`config.mk`:
```
export PLATFORM = sky130hd
export DESIGN_NAME = sr_pulse_driver
export DESIGN_NICKNAME = d
export VERILOG_FILES = /design/src/rtl/sr_pulse_driver.sv
export SDC_FILE = /design/constraint.sdc
export NUM_CORES = 1
export LEC_CHECK = 0
export ABC_CLOCK_PERIOD_IN_PS = 1990
export CAP_MARGIN = 20
export CORE_MARGIN = 2
export CORE_UTILIZATION = 45
export DETAILED_ROUTE_END_ITERATION = 8
export PLACE_DENSITY_LB_ADDON = 0.25
export SETUP_SLACK_MARGIN = 0.4
export SLEW_MARGIN = 20
export SYNTH_ARGS = -nofsm -noshare
export SYNTH_HDL_FRONTEND = slang
export SYNTH_SLANG_ARGS = --single-unit
```
`constraint.sdc`:
```
create_clock -name clk -period 1.99 [get_ports clk]
set_clock_uncertainty 0.1 [all_clocks]
set_input_delay 0.398 -clock clk [delete_from_list [all_inputs] [get_ports clk]]
set_output_delay 0.398 -clock clk [all_outputs]
set_load 0.01 [all_outputs]
```
`src/rtl/sr_pulse_driver.sv`:
```
// Button front end for a NOR SR latch: debounces set/reset buttons, issues one
// width-controlled S or R pulse per press, waits for the latch to settle and verifies Q.
module sr_pulse_driver #(
    parameter int DB_CYCLES = 4,
    parameter int PULSE_W   = 3,
    parameter int GAP       = 2,
    parameter int CNT_W     = 8
) (
    input  logic clk,
    input  logic rst_n,
    input  logic set_btn,
    input  logic rst_btn,
    input  logic q_fb,
    output logic S,
    output logic R,
    output logic busy,
    output logic expect_q,
    output logic conflict,
    output logic mismatch
);

    localparam logic [CNT_W-1:0] DB_LAST    = CNT_W'(DB_CYCLES - 1);
    localparam logic [CNT_W-1:0] PULSE_LAST = CNT_W'(PULSE_W);
    localparam logic [CNT_W-1:0] GAP_LAST   = CNT_W'(GAP);
    localparam logic [CNT_W-1:0] CNT_ONE    = CNT_W'(1);

    typedef enum logic [1:0] {
        ST_IDLE  = 2'd0,
        ST_PULSE = 2'd1,
        ST_GAP   = 2'd2,
        ST_CHECK = 2'd3
    } state_t;

    logic [1:0] w_btn_raw;
    logic [1:0] w_req;

    assign w_btn_raw = {rst_btn, set_btn};

    // Bit 0 is the set button, bit 1 the reset button.
    genvar gi;
    generate
        for (gi = 0; gi < 2; gi++) begin : g_db
            logic             r_sync1;
            logic             r_sync2;
            logic             r_level;
            logic             r_level_d;
            logic [CNT_W-1:0] r_cnt;

            always_ff @(posedge clk) begin
                if (!rst_n) begin
                    r_sync1   <= 1'b0;
                    r_sync2   <= 1'b0;
                    r_level   <= 1'b0;
                    r_level_d <= 1'b0;
                    r_cnt     <= '0;
                end else begin
                    r_sync1   <= w_btn_raw[gi];
                    r_sync2   <= r_sync1;
                    r_level_d <= r_level;
                    if (r_sync2 == r_level) begin
                        r_cnt <= '0;
                    end else if (r_cnt >= DB_LAST) begin
                        // Count would reach DB_CYCLES on this edge: accept the new level.
                        r_level <= r_sync2;
                        r_cnt   <= '0;
                    end else begin
                        r_cnt <= r_cnt + CNT_ONE;
                    end
                end
            end

            assign w_req[gi] = r_level & ~r_level_d;
        end
    endgenerate

    state_t           r_state;
    state_t           w_state_next;
    logic [CNT_W-1:0] r_cnt;
    logic [CNT_W-1:0] w_cnt_next;
    logic             r_pend;
    logic             w_pend_next;
    logic             r_s;
    logic             w_s_next;
    logic             r_r;
    logic             w_r_next;
    logic             r_busy;
    logic             w_busy_next;
    logic             r_expq;
    logic             w_expq_next;
    logic             r_conf;
    logic             w_conf_next;
    logic             r_mism;
    logic             w_mism_next;

    always_ff @(posedge clk) begin
        if (!rst_n) begin
            r_state <= ST_IDLE;
            r_cnt   <= '0;
            r_pend  <= 1'b0;
            r_s     <= 1'b0;
            r_r     <= 1'b0;
            r_busy  <= 1'b0;
            r_expq  <= 1'b0;
            r_conf  <= 1'b0;
            r_mism  <= 1'b0;
        end else begin
            r_state <= w_state_next;
            r_cnt   <= w_cnt_next;
            r_pend  <= w_pend_next;
            r_s     <= w_s_next;
            r_r     <= w_r_next;
            r_busy  <= w_busy_next;
            r_expq  <= w_expq_next;
            r_conf  <= w_conf_next;
            r_mism  <= w_mism_next;
        end
    end

    always_comb begin
        w_state_next = r_state;
        w_cnt_next   = r_cnt;
        w_pend_next  = r_pend;
        w_expq_next  = r_expq;
        w_mism_next  = r_mism;
        w_conf_next  = 1'b0;
        case (r_state)
            ST_IDLE: begin
                if (w_req[0] && w_req[1]) begin
                    w_conf_next = 1'b1;
                end else if (w_req[0] || w_req[1]) begin
                    w_state_next = ST_PULSE;
                    w_pend_next  = w_req[0];
                    w_cnt_next   = CNT_ONE;
                end
            end
            ST_PULSE: begin
                if (r_cnt >= PULSE_LAST) begin
                    w_state_next = ST_GAP;
                    w_cnt_next   = CNT_ONE;
                end else begin
                    w_cnt_next = r_cnt + CNT_ONE;
                end
            end
            ST_GAP: begin
                if (r_cnt >= GAP_LAST) begin
                    w_state_next = ST_CHECK;
                    w_cnt_next   = '0;
                end else begin
                    w_cnt_next = r_cnt + CNT_ONE;
                end
            end
            ST_CHECK: begin
                w_expq_next  = r_pend;
                w_mism_next  = r_mism | (q_fb != r_pend);
                w_state_next = ST_IDLE;
            end
            default: begin
                w_state_next = ST_IDLE;
                w_cnt_next   = '0;
            end
        endcase
        // Drives derive from one pend bit, so S and R can never be high together.
        w_s_next    = (w_state_next == ST_PULSE) &&  w_pend_next;
        w_r_next    = (w_state_next == ST_PULSE) && !w_pend_next;
        w_busy_next = (w_state_next != ST_IDLE);
    end

    assign S        = r_s;
    assign R        = r_r;
    assign busy     = r_busy;
    assign expect_q = r_expq;
    assign conflict = r_conf;
    assign mismatch = r_mism;

endmodule

```
==> reports/metrics.yaml <==
cells_and_area:
  drive_gt1_share_pct: 26.02
  diodes: 0
  finalNetCount: 210
  nFillCells: 280
  syn_to_final_growth_pct: 35.04
  multi_input_area_sq_um: 903.4
  seqCellArea_sq_um: 835.8
  fin_area_sq_um: 2112
place:
  gp_congestion: 0.9111
  post_dp_cell_area_sq_um: 1856
  port_buffers: 10
  place_hpwl_mm: 1.968
synth:
  synth.distinct_cells: 40
  yosysSeqAreaShare_pct: 52.48
  avgSynthCellArea_sq_um: 10.16
  synth_area_sq_um: 1564
  ys_ff_latch: 41
  yosysWarningCount: 0
  syn_inst: 154
grt:
  grtUsageMet1_pct: 17.16
  met2_usage_pct: 29.52
  grt_pass1_wl_mm: 5.092
  grt_max_degree: 14
  grt_pass1_vias: 1219
  met3_usage_pct: 5.586
  grt_overflow: 0
  track_usage_pct: 16.57
  busiest_layer: "met2"
  antenna_found_initial: 0
clock_tree:
  clockBufferDepth: 2
  path_clk_slew_ns: 0.13
  cts-buffers-inserted: 5
  clock_latency_ns: 0.35
  clock-root-buffer: "clkbuf_4"
  htreeDepth: 2
  postCtsHoldBufs: 0
  cts_sinks: 41
  cts_tree: "done"
run_status:
  status: "finished, violations left"
  violations: "negative setup slack"
power:
  share_seq_of_total_power_pct: 48.2
  worst_ir_drop_vdd_mv: 0.4361
  switching_share_pct: 28.74
  comb_power_share_pct: 23.3
  power.density_nw_per_um2: 892.9
  p_int_uw: 1344
  leakage_uw: 0.0008990
  clock_power_share_pct: 28.5
  switchingPower_uw: 541.9
  power_uw: 1886
critical_path:
  reg2reg_from: "r_cnt[1]"
  critPathKind: "flop to flop"
  crit_start: "r_cnt[1]"
  timing.rr.end: "S"
  cp_max_fo: 3
  cp-end-kind: "flop"
  rrSetupSlack_ns: -0.04
  worstRegToRegCells: 6
  required_ns: 2.15
  cp.arrival_ns: 2.19
  worst_setup_path_start_kind: "flop"
sta:
  setup_viol: 1
  clock.fmax_mhz: 493.7
  rsz0062_at_grt: "true"
  min_period_ns: 2.026
  layout_setup_ws_ns: -0.03569
  fin_crit_sh_pct: 101.8
  setup_tns_ns: -0.03569
  slew_violations: 0
  final_hold_viol_count: 0
  holdWs_ns: 0.3334
die:
  dieArea_sq_um: 3963
  placementRows: 21
  dieHeight_um: 62.96
  core_area_sq_um: 3337
  start_util_pct: 46.87
  die_x_um: 62.96
  ios: 11
route:
  wl_per_cell_um: 12.91
  post_drt_via_cell_ratio: 4.913
  wl_mm: 3.125
  vias: 1189
  drc: 0
  drt_iter0_drc: 52
  antenna_left: 0
  dr.pass1.iters: 4
min_path:
  min_to: "g_db[1].r_cnt[0]"
  hold_class: "flop to flop"
  hold_start: "g_db[1].r_cnt[0]"
  hold_depth: 1
run:
  timing.max_cap.violations: 0
==> Yosys cell counts, drive strengths merged <==
master / n / area (sq um)
xor2: 4 / 35.03
xnor2: 4 / 35.03
nor4: 4 / 31.28
clkbuf: 2 / 7.510
and2: 5 / 31.28
nand2: 2 / 7.510
nor3b: 1 / 7.510
and4b: 1 / 10.01
o211ai: 2 / 15.01
nand2b: 1 / 6.260
o21ai: 1 / 5.000
a31oi: 1 / 6.260
a21oi: 11 / 55.05
nand3: 4 / 20.02
a21boi: 1 / 7.510
or4: 3 / 26.27
a211oi: 1 / 7.510
o31a: 1 / 8.760
a22oi: 1 / 7.510
or2b: 1 / 7.510
o2111ai: 1 / 8.760
conb: 1 / 3.750
inv: 8 / 30.03
a221o: 1 / 10.01
and3: 1 / 6.260
mux2i: 3 / 30.03
dfxtp: 41 / 820.8
or2: 2 / 15.02
nor3: 6 / 30.03
nor2b: 3 / 18.77
or3: 2 / 12.51
o211a: 2 / 20.02
a21o: 1 / 7.510
nor2: 19 / 71.32
and4: 1 / 10.01
ha: 10 / 125.1
nand4: 1 / 6.260
==> stage by stage <==
stage               util [%]  setup WS, ns  cells
floorplan                  -        0.1136    165
global placement       55.61       0.07549    226
detailed placement     55.61       0.04503    226
CTS                    60.67       0.03989    239
global route           63.29      -0.09475    242
finish                 63.29      -0.03569    242
==> layer usage <==
layer  part of all wire [%]  wire [um]
met3                    3.1         97
met2                     52       1624
met1                     44       1362
met5                      0          0
met4                    1.3         40
==> power groups by stage <==
stage	sequential [uW]	combinational, uW	clock [uW]
2_1_floorplan	938	220	0
3_3_place_gp	930	335	0
3_5_place_dp	934	336	0
4_1_cts	908	370	550
5_1_grt	916	480	584
6_report	909	439	538
==> worst max-delay path, cell delays in order (launching register included) <==
cell and delay, ns:
dfxtp_4 0.37, ha_4 0.16, or3_1 0.34, o31a_1 0.30, a221o_1 0.28, or2_4 0.25
nor4_2 0.13
==> worst max path at each step <==
| stage | to | slack, ns |
|---|---|---|
| 4_1_cts | S | 0.04 |
| 5_1_grt | S | -0.09 |
| 3_3_place_gp | S | 0.08 |
| 3_5_place_dp | S | 0.05 |
| 6_report | S | -0.04 |
| 2_1_floorplan | S | 0.11 |
==> logic make-up (layout without fill, tap and decap cells) <==
| family | after synthesis | in the layout | synth area share (%) |
|---|---|---|---|
| and+or+nand+nor | 57 | 57 | 20.32 |
| adders and majority gates | 10 | 10 | 8.000 |
| other | 1 | 12 | 0.2398 |
| AOI/OAI and AO/OA | 24 | 24 | 10.16 |
| muxes | 3 | 3 | 1.920 |
| buffers and inverters | 10 | 41 | 2.400 |
| DFF | 41 | 41 | 52.48 |
| xor gates and xnor gates | 8 | 8 | 4.480 |
==> what timing repair did <==
| action | CTS | global route |
|---|---|---|
| endpoints found under the hold margin | 0 | 0 |
| resized for setup | 19 | 12 |
| endpoints found under the setup margin | 24 | 20 |
| pin swaps | 6 | 4 |
| buffers inserted | 5 | 3 |
==> layout make-up <==
cell class | instances | area share [%]
repair buffers | 25 | 9.716
multi-input cells | 114 | 42.77
clock buffers | 6 | 1.955
well taps | 46 | 2.725
clock inverters | 2 | 1.836
flip-flops and latches | 41 | 39.57
inverters | 8 | 1.422
==> sequential cells by signal (all words and copies together) (netlist names) <==
signal and cells:
R 1, S 1, busy 1, conflict 1, expect_q 1, g_db.r_cnt 16, g_db.r_level 2, g_db.r_level_d 2
g_db.r_sync1 2, g_db.r_sync2 2, mismatch 1, r_cnt 8, r_pend 1, r_state 2
==> cell usage in the layout (no fill, tap or decap), types with 2 or more instances in the layout <==
master,Yosys,routed
dfxtp_1,41,35
nor2_1,19,19
buf_4,0,15
conb_1,1,12
a21oi_1,11,10
inv_1,8,8
ha_1,10,6
dlygate4sd2_1,0,6
and2_1,5,5
clkbuf_4,0,5
xnor2_1,4,4
clkdlybuf4s50_1,0,4
or4_4,1,3
nor3_1,6,3
nand3_1,4,3
mux2i_1,3,3
xor2_1,4,3
ha_4,0,3
dfxtp_2,0,3
dfxtp_4,0,3
or3_1,2,2
nor2b_1,3,2
nor3_2,0,2
o211ai_1,2,2
o211a_1,2,2
nand2_1,2,2
nor4_4,0,2
Note: power is estimated with default switching activity, not from simulation.
